$ cat config.mk
export PLATFORM = sky130hd
export DESIGN_NAME = uart_cmd_transceiver_p
export DESIGN_NICKNAME = d
export VERILOG_FILES = /design/src/rtl/uart_pkg.sv /design/src/rtl/uart_tx_fifo.sv /design/src/rtl/uart_cmd_transceiver_p.sv
export SDC_FILE = /design/constraint.sdc
export NUM_CORES = 1
export LEC_CHECK = 0
export ABC_AREA = 1
export CORE_MARGIN = 5
export CORE_UTILIZATION = 64
export DETAILED_ROUTE_END_ITERATION = 10
export GPL_ROUTABILITY_DRIVEN = 1
export GPL_TIMING_DRIVEN = 0
export PLACE_DENSITY_LB_ADDON = 0.3
export SLEW_MARGIN = 5
export SYNTH_ARGS = -nofsm -noshare
export SYNTH_HDL_FRONTEND = slang
export SYNTH_SLANG_ARGS = --single-unit
$ cat constraint.sdc
create_clock -name clk -period 5.3 [get_ports clk]
set_clock_uncertainty 0.1 [all_clocks]
set_input_delay 1.325 -clock clk [delete_from_list [all_inputs] [get_ports clk]]
set_output_delay 1.325 -clock clk [all_outputs]
set_load 0.05 [all_outputs]
$ cat src/rtl/uart_pkg.sv
// Shared types and constants for the UART command transceiver.
//   rx_state_t : receive FSM states
//   tx_state_t : transmit FSM states
//   UART_DATA_BITS / UART_FRAME_BITS : 8N1 framing sizes
package uart_pkg;

    localparam int UART_DATA_BITS  = 8;
    localparam int UART_FRAME_BITS = 10;

    typedef enum logic [1:0] {
        RX_IDLE,
        RX_START,
        RX_DATA,
        RX_STOP
    } rx_state_t;

    typedef enum logic {
        TX_IDLE,
        TX_BUSY
    } tx_state_t;

endpackage

$ cat src/rtl/uart_tx_fifo.sv
// Synchronous FIFO that queues response bytes for the UART transmitter.
//   clk, rst_n : clock, asynchronous active-low reset
//   push, din  : write request and data (ignored when full unless popping)
//   pop        : read request (ignored when empty)
//   dout       : head-of-queue data (valid while !empty)
//   full/empty : occupancy flags
module uart_tx_fifo #(
    parameter int DEPTH = 4,
    parameter int WIDTH = 8
) (
    input  logic             clk,
    input  logic             rst_n,
    input  logic             push,
    input  logic [WIDTH-1:0] din,
    input  logic             pop,
    output logic [WIDTH-1:0] dout,
    output logic             full,
    output logic             empty
);

    localparam int AW    = $clog2(DEPTH);
    localparam int PTR_W = AW + 1;

    logic [WIDTH-1:0] mem [DEPTH];
    logic [PTR_W-1:0] wr_ptr;
    logic [PTR_W-1:0] rd_ptr;
    logic             wr_en;
    logic             rd_en;

    // Pointers carry one extra wrap bit so full and empty are distinguishable.
    assign empty = (wr_ptr == rd_ptr);
    assign full  = (wr_ptr[AW] != rd_ptr[AW]) && (wr_ptr[AW-1:0] == rd_ptr[AW-1:0]);
    assign rd_en = pop && !empty;
    // A push into a full FIFO is still accepted when the same cycle pops a slot free.
    assign wr_en = push && (!full || rd_en);
    assign dout  = mem[rd_ptr[AW-1:0]];

    always_ff @(posedge clk) begin
        if (wr_en) begin
            mem[wr_ptr[AW-1:0]] <= din;
        end
    end

    always_ff @(posedge clk or negedge rst_n) begin
        if (!rst_n) begin
            wr_ptr <= '0;
            rd_ptr <= '0;
        end else begin
            if (wr_en) begin
                wr_ptr <= wr_ptr + PTR_W'(1);
            end
            if (rd_en) begin
                rd_ptr <= rd_ptr + PTR_W'(1);
            end
        end
    end

endmodule

$ cat src/rtl/uart_cmd_transceiver_p.sv
// UART command transceiver for the DSO command path.
//   clk, rst_n   : system clock, asynchronous active-low reset
//   RX           : serial input (asynchronous, synchronised internally)
//   TX           : serial output, idles high
//   cmd          : last complete command, first byte received in the MSBs
//   cmd_rdy      : command available; clr_cmd_rdy acknowledges it
//   cmd_ovr      : pulse, command completed while cmd_rdy was still set
//   frm_err      : pulse, stop bit sampled low
//   to_err       : pulse, partial command dropped after inter-byte timeout
//   tx_data/trmt : byte to send and its push strobe into the TX FIFO
//   tx_full      : TX FIFO full
//   tx_busy      : FIFO holds data or a frame is being shifted out
//   tx_done      : pulse at the end of each transmitted stop bit
//
// RX FSM
//   state    | meaning
//   RX_IDLE  | line idle, waiting for a falling edge; inter-byte timeout runs
//   RX_START | half a bit in, confirming the start bit
//   RX_DATA  | sampling 8 data bits LSB first
//   RX_STOP  | sampling the stop bit
//
// TX FSM
//   state    | meaning
//   TX_IDLE  | TX high, waiting for the FIFO to hold a byte
//   TX_BUSY  | shifting a 10-bit frame out
module uart_cmd_transceiver_p
    import uart_pkg::*;
#(
    parameter int BAUD_DIV     = 2604,
    parameter int CMD_BYTES    = 3,
    parameter int TX_DEPTH     = 4,
    parameter int TIMEOUT_BITS = 20
) (
    input  logic                   clk,
    input  logic                   rst_n,
    input  logic                   RX,
    output logic                   TX,
    output logic [8*CMD_BYTES-1:0] cmd,
    output logic                   cmd_rdy,
    input  logic                   clr_cmd_rdy,
    output logic                   cmd_ovr,
    output logic                   frm_err,
    output logic                   to_err,
    input  logic [7:0]             tx_data,
    input  logic                   trmt,
    output logic                   tx_full,
    output logic                   tx_busy,
    output logic                   tx_done
);

    localparam int CMD_W  = 8 * CMD_BYTES;
    localparam int BIT_W  = $clog2(BAUD_DIV + 1);
    localparam int IDLE_W = $clog2(TIMEOUT_BITS * BAUD_DIV + 1);
    localparam int BYTE_W = $clog2(CMD_BYTES + 1);

    localparam logic [BIT_W-1:0]  BAUD_FULL  = BIT_W'(BAUD_DIV);
    localparam logic [BIT_W-1:0]  BAUD_HALF  = BIT_W'(BAUD_DIV / 2);
    localparam logic [IDLE_W-1:0] IDLE_LIMIT = IDLE_W'(TIMEOUT_BITS * BAUD_DIV);
    localparam logic [BYTE_W-1:0] LAST_BYTE  = BYTE_W'(CMD_BYTES - 1);

    // ---------------- RX ----------------
    rx_state_t          rx_state;
    rx_state_t          rx_next;
    logic               rx_meta;
    logic               rx_s;
    logic [BIT_W-1:0]   rx_cnt;
    logic [2:0]         rx_idx;
    logic [7:0]         rx_shift;
    logic [CMD_W-1:0]   cmd_asm;
    logic [BYTE_W-1:0]  byte_cnt;
    logic [IDLE_W-1:0]  idle_cnt;
    logic               cmd_done;

    logic               rx_expire;
    logic               rx_load_half;
    logic               rx_load_full;
    logic               rx_sample;
    logic               stop_ok;
    logic               stop_bad;
    logic               idle_run;
    logic               idle_expire;

    always_ff @(posedge clk or negedge rst_n) begin
        if (!rst_n) begin
            rx_meta <= 1'b1;
            rx_s    <= 1'b1;
        end else begin
            rx_meta <= RX;
            rx_s    <= rx_meta;
        end
    end

    // Down-counter expires on its last cycle so a load of N spans exactly N cycles.
    assign rx_expire = (rx_cnt == BIT_W'(1));

    always_ff @(posedge clk or negedge rst_n) begin
        if (!rst_n) begin
            rx_state <= RX_IDLE;
        end else begin
            rx_state <= rx_next;
        end
    end

    always_comb begin
        rx_next = rx_state;
        case (rx_state)
            RX_IDLE:  if (!rx_s) rx_next = RX_START;
            RX_START: if (rx_expire) rx_next = rx_s ? RX_IDLE : RX_DATA;
            RX_DATA:  if (rx_expire && (rx_idx == 3'(UART_DATA_BITS - 1))) rx_next = RX_STOP;
            RX_STOP:  if (rx_expire) rx_next = RX_IDLE;
            default:  rx_next = RX_IDLE;
        endcase
    end

    always_comb begin
        rx_load_half = (rx_state == RX_IDLE) && !rx_s;
        rx_load_full = ((rx_state == RX_START) && rx_expire && !rx_s) ||
                       ((rx_state == RX_DATA) && rx_expire);
        rx_sample    = (rx_state == RX_DATA) && rx_expire;
        stop_ok      = (rx_state == RX_STOP) && rx_expire && rx_s;
        stop_bad     = (rx_state == RX_STOP) && rx_expire && !rx_s;
        // Timeout only matters between bytes of an unfinished command.
        idle_run     = (rx_state == RX_IDLE) && (byte_cnt != '0) && rx_s;
        idle_expire  = idle_run && (idle_cnt == IDLE_W'(1));
    end

    always_ff @(posedge clk or negedge rst_n) begin
        if (!rst_n) begin
            rx_cnt   <= '0;
            rx_idx   <= '0;
            rx_shift <= '0;
            cmd_asm  <= '0;
            byte_cnt <= '0;
            idle_cnt <= IDLE_LIMIT;
            cmd_done <= 1'b0;
            frm_err  <= 1'b0;
            to_err   <= 1'b0;
        end else begin
            if (rx_load_half) begin
                rx_cnt <= BAUD_HALF;
            end else if (rx_load_full) begin
                rx_cnt <= BAUD_FULL;
            end else if (rx_cnt != '0) begin
                rx_cnt <= rx_cnt - BIT_W'(1);
            end

            if (rx_state == RX_START) begin
                rx_idx <= '0;
            end else if (rx_sample) begin
                rx_idx <= rx_idx + 3'd1;
            end

            if (rx_sample) begin
                rx_shift <= {rx_s, rx_shift[7:1]};
            end

            if (idle_run) begin
                idle_cnt <= idle_cnt - IDLE_W'(1);
            end else begin
                idle_cnt <= IDLE_LIMIT;
            end

            cmd_done <= stop_ok && (byte_cnt == LAST_BYTE);
            frm_err  <= stop_bad;
            to_err   <= idle_expire;

            if (stop_ok) begin
                cmd_asm <= (cmd_asm << UART_DATA_BITS) | CMD_W'(rx_shift);
                if (byte_cnt == LAST_BYTE) begin
                    byte_cnt <= '0;
                end else begin
                    byte_cnt <= byte_cnt + BYTE_W'(1);
                end
            end else if (stop_bad || idle_expire) begin
                byte_cnt <= '0;
            end
        end
    end

    // cmd lags the assembly register by one cycle; a completion beats a clear.
    always_ff @(posedge clk or negedge rst_n) begin
        if (!rst_n) begin
            cmd     <= '0;
            cmd_rdy <= 1'b0;
            cmd_ovr <= 1'b0;
        end else begin
            cmd_ovr <= cmd_done && cmd_rdy;
            if (cmd_done) begin
                cmd     <= cmd_asm;
                cmd_rdy <= 1'b1;
            end else if (clr_cmd_rdy) begin
                cmd_rdy <= 1'b0;
            end
        end
    end

    // ---------------- TX ----------------
    tx_state_t          tx_state;
    tx_state_t          tx_next;
    logic [BIT_W-1:0]   tx_cnt;
    logic [3:0]         tx_idx;
    logic [9:0]         tx_frame;
    logic [7:0]         fifo_dout;
    logic               fifo_empty;
    logic               fifo_pop;
    logic               tx_bit_end;
    logic               frame_end;
    logic               tx_load;

    uart_tx_fifo #(
        .DEPTH (TX_DEPTH),
        .WIDTH (8)
    ) u_fifo (
        .clk   (clk),
        .rst_n (rst_n),
        .push  (trmt),
        .din   (tx_data),
        .pop   (fifo_pop),
        .dout  (fifo_dout),
        .full  (tx_full),
        .empty (fifo_empty)
    );

    assign tx_bit_end = (tx_cnt == BIT_W'(1));
    assign frame_end  = (tx_state == TX_BUSY) && tx_bit_end &&
                        (tx_idx == 4'(UART_FRAME_BITS - 1));

    always_ff @(posedge clk or negedge rst_n) begin
        if (!rst_n) begin
            tx_state <= TX_IDLE;
        end else begin
            tx_state <= tx_next;
        end
    end

    always_comb begin
        tx_next = tx_state;
        case (tx_state)
            TX_IDLE: if (!fifo_empty) tx_next = TX_BUSY;
            TX_BUSY: if (frame_end && fifo_empty) tx_next = TX_IDLE;
            default: tx_next = TX_IDLE;
        endcase
    end

    // Reloading on the stop-bit's last cycle keeps queued frames back-to-back.
    always_comb begin
        tx_load  = ((tx_state == TX_IDLE) && !fifo_empty) || (frame_end && !fifo_empty);
        fifo_pop = tx_load;
        tx_busy  = !fifo_empty || (tx_state == TX_BUSY);
    end

    always_ff @(posedge clk or negedge rst_n) begin
        if (!rst_n) begin
            tx_frame <= '1;
            tx_cnt   <= '0;
            tx_idx   <= '0;
            tx_done  <= 1'b0;
        end else begin
            tx_done <= frame_end;
            if (tx_load) begin
                tx_frame <= {1'b1, fifo_dout, 1'b0};
                tx_cnt   <= BAUD_FULL;
                tx_idx   <= '0;
            end else if (tx_state == TX_BUSY) begin
                if (tx_bit_end) begin
                    // Shifting in ones leaves the line idle-high after the stop bit.
                    tx_frame <= {1'b1, tx_frame[9:1]};
                    tx_idx   <= tx_idx + 4'd1;
                    tx_cnt   <= BAUD_FULL;
                end else begin
                    tx_cnt <= tx_cnt - BIT_W'(1);
                end
            end
        end
    end

    assign TX = tx_frame[0];

endmodule
# Word level (Yosys, flattened, before mapping)

Memories as Yosys holds them, arrays and structs flattened.
Cells that the tools add are included.

Word-level logic and storage cells: 120
Bits in registers: 132
Output and inout port bits: 32
Bits of input ports: 13
Memory bits (writable): 32
Memories: 1

Memory list:

| name       | words | bits a word | read ports | clocked after memory_dff | wr ports | line               | source |
|---|---|---|---|---|---|---|---|
| u_fifo.mem | 4     | 8           | 1          | 0                        | 1        | uart_tx_fifo.sv:24 | `logic [WIDTH-1:0] mem [DEPTH];` |

$add $sub $neg: 8
Reduce and logical (&&, ||, !) cells: 40
Bitwise gates (word level): 2
Mux-type cells: 31
Eq/ne operators: 16

Operator list:

| kind                                                  | number |
|---|---|
| two-way mux 12 bit                                    | 6 |
| two-way mux 10 bit                                    | 3 |
| equality test 12 x 1 -> 1 bit (second input constant) | 2 |
| bitwise OR 24 x 8 -> 24 bit                           | 1 |
| subtractor 12 x 1 -> 12 bit (second input constant)   | 2 |
| logical AND 1 bit                                     | 21 |
| equality test 16 x 1 -> 1 bit (second input constant) | 1 |
| two-way mux 16 bit                                    | 1 |
| two-way mux 2 bit                                     | 8 |
| subtractor 16 x 1 -> 16 bit (second input constant)   | 1 |
| two-way mux 4 bit                                     | 3 |
| nonzero test 12 bit                                   | 1 |
| nonzero test 2 bit                                    | 6 |
| adder 3 x 1 -> 3 bit (second input constant)          | 3 |
| != test 2 bit (second input constant)                 | 4 |
| case mux 2 bit (4 select lines)                       | 1 |
| equality test 2 bit (second input constant)           | 3 |
| two-way mux 1 bit                                     | 6 |
| two-way mux 3 bit                                     | 2 |
| logical OR 1 bit                                      | 5 |
| adder 4 x 1 -> 4 bit (second input constant)          | 1 |
| equality test 4 bit (second input constant)           | 1 |
| AND reduction 4 bit                                   | 1 |
| equality test 3 bit                                   | 1 |
| other kinds (11)                                      | 13 |

# Depth between registers and ports, before layout

Gate-level depths: netlist of the first run.

Depth in word-level cells: 10
Gate-level depth with buffers: 10
Depth with buffers taken out: 10

# Cells and area by module

A second synthesis of the first run with hierarchy kept.

Cells, all modules: 842
Area, all modules: 7611.0 µm²

By module, submodules not included:

| module                 | sequential area each (µm²) | area an instance (µm²) | cells an instance | instances |
|---|---|---|---|---|
| uart_cmd_transceiver_p | 3151.8                     | 5949.5                 | 705               | 1 |
| uart_tx_fifo           | 1111.1                     | 1661.6                 | 137               | 1 |

# Worst setup path after synthesis of the first run

Ideal clock, no wire load.

Path type: register to output
From: register u_fifo.rd_ptr[0]
To: output tx_full
Cell stages (with the launch flop): 5
Required time: 3.875 ns
Buffers on the path: 1
Path slack: 2.369 ns
Arrival: 1.506 ns
Path through: dfrtp_1 > buf_6 > xnor2_4 > nand2_1 > nor2_1

Word-level cells in the longest chain between the ends: 2

RTL lines:

| element                | line                         | source |
|---|---|---|
| from (decl)            | uart_tx_fifo.sv:26           | `logic [PTR_W-1:0] rd_ptr;` |
| from (signal assigned) | uart_tx_fifo.sv:53           | `rd_ptr <= rd_ptr + PTR_W'(1);` |
| equality test 2 bit    | uart_tx_fifo.sv:32           | `assign full = (wr_ptr[AW] != rd_ptr[AW]) && (wr_ptr[AW-1:0] == rd_ptr[AW-1:0]);` |
| logical AND 1 bit      | uart_tx_fifo.sv:32           |  |
| to (decl)              | uart_cmd_transceiver_p.sv:46 | `output logic tx_full,` |

No other way between the ends.

# Worst setup path in the final report of the first run

From: register u_fifo.rd_ptr[0]
To: output tx_busy

Word-level cells in the longest chain between the ends: 3

RTL lines:

| element             | line                          | source |
|---|---|---|
| equality test 3 bit | uart_tx_fifo.sv:31            | `assign empty = (wr_ptr == rd_ptr);` |
| logical NOT 1 bit   | uart_cmd_transceiver_p.sv:249 | `tx_busy = !fifo_empty \|\| (tx_state == TX_BUSY);` |
| logical OR 1 bit    | uart_cmd_transceiver_p.sv:249 |  |
| to (decl)           | uart_cmd_transceiver_p.sv:47  | `output logic tx_busy,` |

No other way between the ends.

==> impl_results.md, run 1 <==
* Outcome: finished, final reports clean
* Layout Cells excl Fill at approximately 1100
* Worst EP required at between 3 and 4 ns
* Total negative slack at 0 ns
* Ys flop type: dfrtp_1
* Worst min path class: reg -> reg
* DR DRC count at 0
* RD Place Congestion at roughly 0.86
* CTS clock-pin slew for the worst setup and hold paths at 0.06 ns
* Synth cell types at roughly 40
* I/O pin count at 45
* Die Y at about 120 um
* Ant. Diodes at 0
* Syn Area/Cell at 8.99 um2
* Total Wirelength at around 15000 um
* Die X at around 120 um
* Max-cap violations at 0
* Hold EP: rx_s
* Vias at roughly 5900
* TritonCTS buffer count at 17
* CTS tree: done
* DR iter-0 viols at 528
* Post-route ant nets at 0
* Initial antenna violation count at 0
* Most frequent cells in the layout: nand2_1, dfrtp_1, inv_1, nor2_1, nand3_1
* Later-pin clock latency in the skew report at about 0.43 ns
* Endpoints failing hold at 0
* Hold path depth at 0
* Tmin final at roughly 3.8 ns
* Post-synth EDFFs at 32
* Most used routing layer in global routing: met2
* Most common cell after layout, fill and taps aside: nand2_1
* Min-delay src: rx_meta
* Total Routing Usage GR at a little under a quarter
* # hold bufs at CTS at 0
* GR Util met3 at between 5 and 6%
* Cells after synthesis at between 800 and 900
* Reg2reg setup slack at about 2.9 ns
* Initial Util at about two thirds
* Clock sinks at between 150 and 200
* CTS resizes at 0
* R2r endpoint: u_fifo.mem[2][0]
* Crit path capture type: output port
* Fmax at 0.263 GHz
* DP Cell Count at between 1000 and 1500
* Remaining Overflow, GRT at 0
* Final Power at 3.30 mW
* CP Max Fanout at 10
* Post-CTS setup buffer count at 0
* RSZ-0062 raised after global routing: false
* Maximum number of pins on one net before global-route repair at between 70 and 80
* R2R depth at 8
* First-pass GRT wire length at around 27000 um
* Clock buffer depth at 2
* HPWL Detailed at between 10000 and 15000 um
* Max Slew Vio Count at 0
* Layout fillers at 762
* Met1 Track Usage GR at 30.3%
* Worst Path Class, Setup: reg -> out
* H-tree depth at 4
* Crit-path max cell delay at 0.84 ns
* DIE AREA at approximately 14000 um2
* Core area at 11500 um2
* Row Count at 39
* Post-Syn Nets at between 800 and 900
* Setup violators final at 0
* Arrival @ worst endpoint at ~2.4 ns
* Seq/Total Area, Yosys at between 50% and 60%
* Routed WL per cell at roughly 14 um
* Root buffer cell: clkbuf_16
* CP Launch Type: flop
* Crit share post-route at between 70 and 80%
* Leakage at 4.09 nW
* DRT Pass-1 Iters at 5
* Port bufs at 44
* VDD IR max at 0.377 mV
* Cells along the critical path: buf_6, xnor2_4, nand4_2, buf_2, clkdlybuf4s50_1
* Vias in the first global route at between 5000 and 6000
* PD cells at 376 nW/um2
* Slowest cell on crit path: clkdlybuf4s50_1
* #FFs+latches synth at between 150 and 200
* Asr flop ratio synth at between 80% and 90%
* Final Net Count at around 940
* Reg-to-reg startpoint: tx_cnt[1]
* Vias per cell at between 5 and 6
* Yosys Warn Count at 0
* Layout cells sized above 1 at between 10% and 20%
* Synthesis-to-finish area growth at 16.0%
* Slew @ Worst Pin at 0.797 ns
* Relative slew slack at between 40 and 50%
* GRT met2 Usage at 39.3%
* Mapped cell area at around 7600 um2
==> final cells by class <==
cell class | instances | area, um2 | share of cell area, %
Sequential cell | 163 | 4260 | 48.5
Buffer | 23 | 150 | 1.71
Clock inverter | 6 | 82.6 | 0.940
Inverter | 102 | 383 | 4.36
Timing Repair Buffer | 45 | 469 | 5.34
Tap cell | 143 | 179 | 2.04
Clock buffer | 26 | 479 | 5.45
Multi-Input combinational cell | 555 | 2780 | 31.6
==> per-stage QoR <==
stage,hold slack (ns),worst slack (ns),cell area (um2),util (%)
2_1_floorplan,0.245,2.37,7580,-
3_3_place_gp,0.248,-2.03,8200,71.2
3_5_place_dp,0.249,1.94,8220,71.4
4_1_cts,0.257,1.49,8790,76.3
5_1_grt,0.263,1.38,8790,76.3
6_report,0.258,1.49,8790,76.3
==> power breakdown <==
| group | switching, mW | internal, mW |
|---|---|---|
| clock network | 0.460 | 0.716 |
| registers | 0.107 | 1.43 |
| logic | 0.378 | 0.206 |
==> Yosys cell counts, types with 2 or more instances <==
library cell	count	share of area, %
buf_2	7	0.46
nand4_1	8	0.66
ha_1	15	2.5
nand3b_1	2	0.20
edfxtp_1	32	13
nor2_2	4	0.33
a21oi_1	15	0.99
inv_1	99	4.9
clkbuf_1	7	0.35
o21ai_1	10	0.66
inv_2	2	0.099
nand3_2	4	0.53
xnor2_4	2	0.73
nand3_1	69	4.6
nor2_1	97	4.8
o21ai_0	66	4.4
nor3_1	9	0.59
nand2_1	214	11
xnor2_1	4	0.46
o21ai_2	13	1.5
dfrtp_1	112	37
dfstp_2	19	6.6
xor2_1	7	0.81
a31oi_1	2	0.17
nand2_8	2	0.53
buf_4	4	0.40
nand2_4	2	0.30
buf_6	3	0.45
==> flip-flops by register name, summed over array words and instances, names as in the netlist, 2 cells and up, named ones only <==
name and flops:
cmd_asm 24, byte_cnt 2, idle_cnt 16, cmd 24
rx_shift 8, tx_frame 9, rx_idx 3, rx_cnt 12
u_fifo.mem 32, u_fifo.wr_ptr 3, u_fifo.rd_ptr 3, tx_idx 4
tx_cnt 12
==> worst max-delay path, delay by kind of cell, from the launching register on <==
family,cells,cell delay [ns]
buffers and inverters,3,1.24
flip-flops,1,0.39
XOR/XNOR,1,0.17
AND/OR/NAND/NOR,1,0.16
==> how the worst max path moves through the flow <==
stage / from / to / cells past startpoint
finish: u_fifo.rd_ptr[0] / tx_busy / 5
global route: u_fifo.rd_ptr[1] / tx_full / 5
CTS: u_fifo.rd_ptr[0] / tx_busy / 5
detailed placement: u_fifo.rd_ptr[0] / tx_busy / 5
global placement: rst_n / rx_cnt[5] / 1
floorplan: u_fifo.rd_ptr[0] / tx_full / 4
==> layer usage <==
metal | share of wire [%] | up-vias
met2 | 51 | 170
met4 | 1.8 | 0
met5 | 0 | -
li1 | - | 2846
met3 | 4.8 | 30
met1 | 43 | 2810
==> cell families (layout without fill, tap and decap cells) <==
group | Yosys count | count (layout) | share of synthesized area (%)
simple gates | 418 | 418 | 24.1
compound gates | 108 | 108 | 7.89
xor+xnor | 14 | 14 | 2.21
fa+ha+maj | 15 | 15 | 2.48
buf+inv | 125 | 202 | 7.04
flops | 163 | 163 | 56.3
Power figures use the tool's default switching activity.
==> run 2, diff against run 1 <==
CORE_UTILIZATION = 60   (was 64)
clock period = 3.83 ns   (was 5.3 ns; I/O delays follow)
==> run 2 against run 1 <==
Against the previous run:
- setup slack got worse by 1.1 ns
- register-to-register slack worse by 1.5 ns
- sequential power grew 38%
- critical endpoint unchanged
==> impl_results.md, run 2 (synthesis gave the netlist of run 1 again) <==
* Remaining Overflow, GRT at 0
* Max-cap violations at 0
* Vias per cell at a little over 5
* I/O pin count at 45
* RSZ-0062 raised after global routing: false
* Total Wirelength at approximately 14000 um
* Port bufs at 44
* DR iter-0 viols at between 300 and 400
* VDD IR max at a little under 0.3 mV
* Arrival @ worst endpoint at between 2 and 2.5 ns
* Crit share post-route at roughly 89%
* Cells along the critical path: buf_6, xnor2_4, nand4_2, buf_2, clkdlybuf4s50_1
* Leakage at 4.15 nW
* Worst EP required at around 2.8 ns
* Clock sinks at 163
* DR top layer: met4
* Met3 WL at around 600 um
* FF+latch area at about 4300 um2
* Root buffer cell: clkbuf_16
* CTS tree: done
* Die X at 122 um
* DIE AREA at ~15000 um2
* Relative slew slack at about 46%
* Post-CTS setup buffer count at 0
* Fmax at approximately 0.29 GHz
* Outcome: finished, final reports clean
* Max Slew Vio Count at 0
* Routed wl met2 at ~7000 um
* Vias at 5598
* Layout Cells excl Fill at around 1100
* Synthesis-to-finish area growth at 18.0%
* Worst min path class: reg -> reg
* Setup violators final at 0
* Row Count at 41
* Crit path capture type: output port
* Total Routing Usage GR at between 20% and 30%
* Core area at around 13000 um2
* Endpoints failing hold at 0
* Worst Path Class, Setup: reg -> out
* Crit-path max cell delay at slightly above 0.7 ns
* Clock buffer depth at 2
* Ant. Diodes at 0
* H-tree depth at 4
* Largest register FFs at 32
* PD cells at approximately 540 nW/um2
* Slowest cell on crit path: clkdlybuf4s50_1
* Slew @ Worst Pin at 0.807 ns
* Total negative slack at 0 ns
* First-pass GRT wire length at between 20000 and 25000 um
* # hold bufs at CTS at 0
* DRT Pass-1 Iters at 5
* Final worst slack at about 0.4 ns
* Routed WL per cell at ~13 um
* CP Launch Type: flop
* Most common cell after layout, fill and taps aside: nand2_1
* Die Y at about 120 um
* Layout cells sized above 1 at a little under an eighth
* Wire length on met1 at between 6000 and 7000 um
* Initial antenna violation count at 0
* CP Max Fanout at 10
* RD Place Congestion at around 0.84
* DP Cell Count at about 1100
* Later-pin clock latency in the skew report at 0.42 ns
* TritonCTS buffer count at 17
* Post-route ant nets at 0
* Multi-input logic area at 2780 um2
* Most frequent cells in the layout: nand2_1, dfrtp_1, inv_1, nor2_1, nand3_1
* DP Worst Slack at 0.840 ns
* CTS clock-pin slew for the worst setup and hold paths at around 0.06 ns
* CTS resizes at 0
* HPWL Detailed at 9930 um
* Vias in the first global route at roughly 5300
* Tmin final at 3.42 ns
* Hold_ws at 0.256 ns
* Layout fillers at between 900 and 1000
* Initial Util at 60.5%
* Final Net Count at around 940
* Maximum number of pins on one net before global-route repair at 86
* DR DRC count at 0
run 2: cell types whose count changed in the layout (fill, tap and decap cells not counted), sizes merged:
cell      before  now
clkbuf        34   28
clkinv         4    8
bufinv         2    5
clkinvlp       1    0
run 2: per-layer routing:
metal | vias to the layer above | global-route usage [%]
li1 | 2837 | -
met1 | 2642 | 27.6
met2 | 104 | 33.9
met3 | 15 | 5.12
met5 | - | 0
met4 | 0 | 6.16
run 2: stage by stage:
| stage | area (um2) | utilization, % | power [mW] |
|---|---|---|---|
| 6_report | 8940 | 71.4 | 4.81 |
| 5_1_grt | 8940 | 71.4 | 5.04 |
| 4_1_cts | 8940 | 71.4 | 4.83 |
| 3_5_place_dp | 8260 | 66.0 | 2.93 |
| 3_3_place_gp | 8230 | 65.8 | 2.90 |
| 2_1_floorplan | 7580 | - | 2.71 |
run 2: worst paths after layout:
| path | slack, ns | to | depth (start not counted) | startpoint |
|---|---|---|---|---|
| max | 0.41 | tx_busy | 5 | u_fifo.rd_ptr[0] |
| min | 0.26 | rx_s | 0 | rx_meta |
| max reg2reg | 1.39 | u_fifo.mem[3][4] | 8 | tx_cnt[1] |
| min reg2reg | 0.26 | rx_s | 0 | rx_meta |
| max in group asynchronous | 2.51 | tx_frame[8] | 2 | rst_n |
| min in group asynchronous | 0.35 | tx_cnt[9] | 1 | rst_n |
run 2: final cells by class:
type	instances	area share, %
plain buffers	23	1.68
clock buffers	20	5.35
clock inverters	12	2.24
inverters	102	4.28
multi-input cells	555	31.1
flip-flops and latches	163	47.7
well taps	172	2.41
repair buffers	45	5.25
run 2: power by group:
group / switching (mW) / total [mW] / internal [mW] / leakage (nW)
combinational: 0.495 / 0.778 / 0.283 / 1.84
clock: 0.672 / 1.90 / 1.23 / 0.335
sequential: 0.141 / 2.13 / 1.98 / 1.98
run 2: critical path, delay by kind of cell (launching register included):
| family | cells | cell delay [ns] |
|---|---|---|
| xor gates and xnor gates | 1 | 0.24 |
| buffers and inverters | 3 | 1.10 |
| DFF | 1 | 0.39 |
| and+or+nand+nor | 1 | 0.21 |
==> run 3, diff against run 2 <==
MAX_ROUTING_LAYER = met4   (was not set)
==> run 3 against run 2 <==
Against the previous run:
- first-iteration DRC count increased by 5.1%
- register-to-register slack about the same
- critical path type unchanged
- setup slack improved by 0.0046 ns
- critical path depth unchanged
- wire length decreased by 0.21%
- design area unchanged
- count of clock-buffer cells in the layout unchanged
- sequential share of layout area unchanged
- critical endpoint unchanged
- die area unchanged
==> impl_results.md, run 3 (synthesis gave the netlist of run 1 again) <==
* Outcome: finished, final reports clean
* Fmax at 0.292 GHz
* Combinational share of power at approximately 16%
* Total negative slack at 0 ns
* Arrival @ worst endpoint at roughly 2.4 ns
* VDD IR max at between 0.2 and 0.3 mV
* DR iter-0 viols at 370
* Most common cell after layout, fill and taps aside: nand2_1
* Routed WL per cell at 13.2 um
* Total Wirelength at roughly 14000 um
* Crit path capture type: output port
* Endpoints failing hold at 0
* Later-pin clock latency in the skew report at 0.42 ns
* Worst EP required at approximately 2.8 ns
* CTS clock-pin slew for the worst setup and hold paths at 0.06 ns
* Net switching power at 1.31 mW
* Largest register FFs at 32
* Final Util at 71.4%
* Leakage at approximately 4.2 nW
* Sw frac at between 20 and 30%
* Max Slew Vio Count at 0
* Layout Cells excl Fill at between 1000 and 1500
* Final worst slack at 0.410 ns
* Worst Path Class, Setup: reg -> out
* DRT Pass-1 Iters at 5
* Vias at 5615
* Relative slew slack at a little under half
* First-pass GRT wire length at 24600 um
* Max-cap violations at 0
* Remaining Overflow, GRT at 0
* CP Max Fanout at 10
* CTS resizes at 0
* DR DRC count at 0
* # hold bufs at CTS at 0
* Setup violators final at 0
* DIE AREA at around 15000 um2
* Die X at 122 um
* Post-CTS setup buffer count at 0
* Maximum number of pins on one net before global-route repair at between 80 and 90
* Vias per cell at between 5 and 6
* Vias in the first global route at ~5300
* Clock buffer depth at 2
* Int Power at about 3.5 mW
* Worst min path class: reg -> reg
* Row Count at around 40
* Die Y at between 100 and 150 um
* Ant. Diodes at 0
* HPWL Detailed at between 9000 and 10000 um
* Synthesis-to-finish area growth at 18.0%
* I/O pin count at 45
* PD cells at approximately 540 nW/um2
* Tmin final at 3.42 ns
* Final Power at around 4.8 mW
* Clock sinks at ~160
* Most frequent cells in the layout: nand2_1, dfrtp_1, inv_1, nor2_1, nand3_1
* Core area at between 10000 and 15000 um2
* DP Worst Slack at 0.840 ns
* Sequential share of power at 44.2%
* Initial antenna violation count at 0
* RSZ-0062 raised after global routing: false
* CP Launch Type: flop
* Root buffer cell: clkbuf_16
* CTS tree: done
* RD Place Congestion at 0.848
* Slew @ Worst Pin at approximately 0.82 ns
* Clk pwr share at around two fifths
* DP Cell Count at 1060
* Initial Util at about three fifths
* Layout cells sized above 1 at a little under an eighth
* TritonCTS buffer count at 17
* Port bufs at 44
* Final Net Count at ~940
* Crit share post-route at between 80% and 90%
* Post-route ant nets at 0
* H-tree depth at 4
* Total Routing Usage GR at between 20% and 30%
==> run 3: cell counts in the layout (fill, tap and decap cells not counted) <==
No cell type changed its count.
==> run 3: per-stage QoR <==
| stage | cell area, um2 | hold slack, ns |
|---|---|---|
| floorplan | 7580 | 0.245 |
| global placement | 8230 | 0.246 |
| detailed placement | 8260 | 0.247 |
| CTS | 8940 | 0.256 |
| global route | 8940 | 0.260 |
| finish | 8940 | 0.256 |
==> run 3: layout make-up <==
class / count / area (um2)
clock inverter: 12 / 200
fill: 936 / 3580
sequential: 163 / 4260
inverter: 102 / 383
multi-input combinational: 555 / 2780
tap: 172 / 215
clock buffer: 20 / 478
buffer: 23 / 150
timing repair buffer: 45 / 469
==> run 3: final timing paths <==
check                                 start          endpoint  slack (ns)  depth (start not counted)
setup / recovery           u_fifo.rd_ptr[0]           tx_busy        0.41                          5
hold / removal                      rx_meta              rx_s        0.26                          0
hold reg to reg                     rx_meta              rx_s        0.26                          0
setup reg to reg                  tx_cnt[1]  u_fifo.mem[3][4]        1.38                          8
min in group asynchronous             rst_n         tx_cnt[9]        0.35                          1
max in group asynchronous             rst_n       tx_frame[8]        2.49                          2
==> run 3: routing by layer <==
layer  track usage [%]  share of wire [%]  vias up
li1                  -                  -     2839
met1              27.4                 45     2641
met2              34.0                 50      122
met3              5.12                4.3       13
met4              6.16               0.94        0
met5                 -                  0        -
==> run 3: power groups by stage <==
| stage | combinational, mW | clock (mW) | sequential [mW] |
|---|---|---|---|
| floorplan | 0.585 | 0 | 2.13 |
| global placement | 0.753 | 0 | 2.15 |
| detailed placement | 0.778 | 0 | 2.15 |
| CTS | 0.786 | 1.92 | 2.12 |
| global route | 0.891 | 2.00 | 2.15 |
| finish | 0.777 | 1.90 | 2.13 |
==> run 3: worst max-delay path, stage by stage, from the launching register on <==
cell and delay [ns]:
dfrtp_1 0.39, buf_6 0.15, xnor2_4 0.24, nand4_2 0.21
buf_2 0.24, clkdlybuf4s50_1 0.71
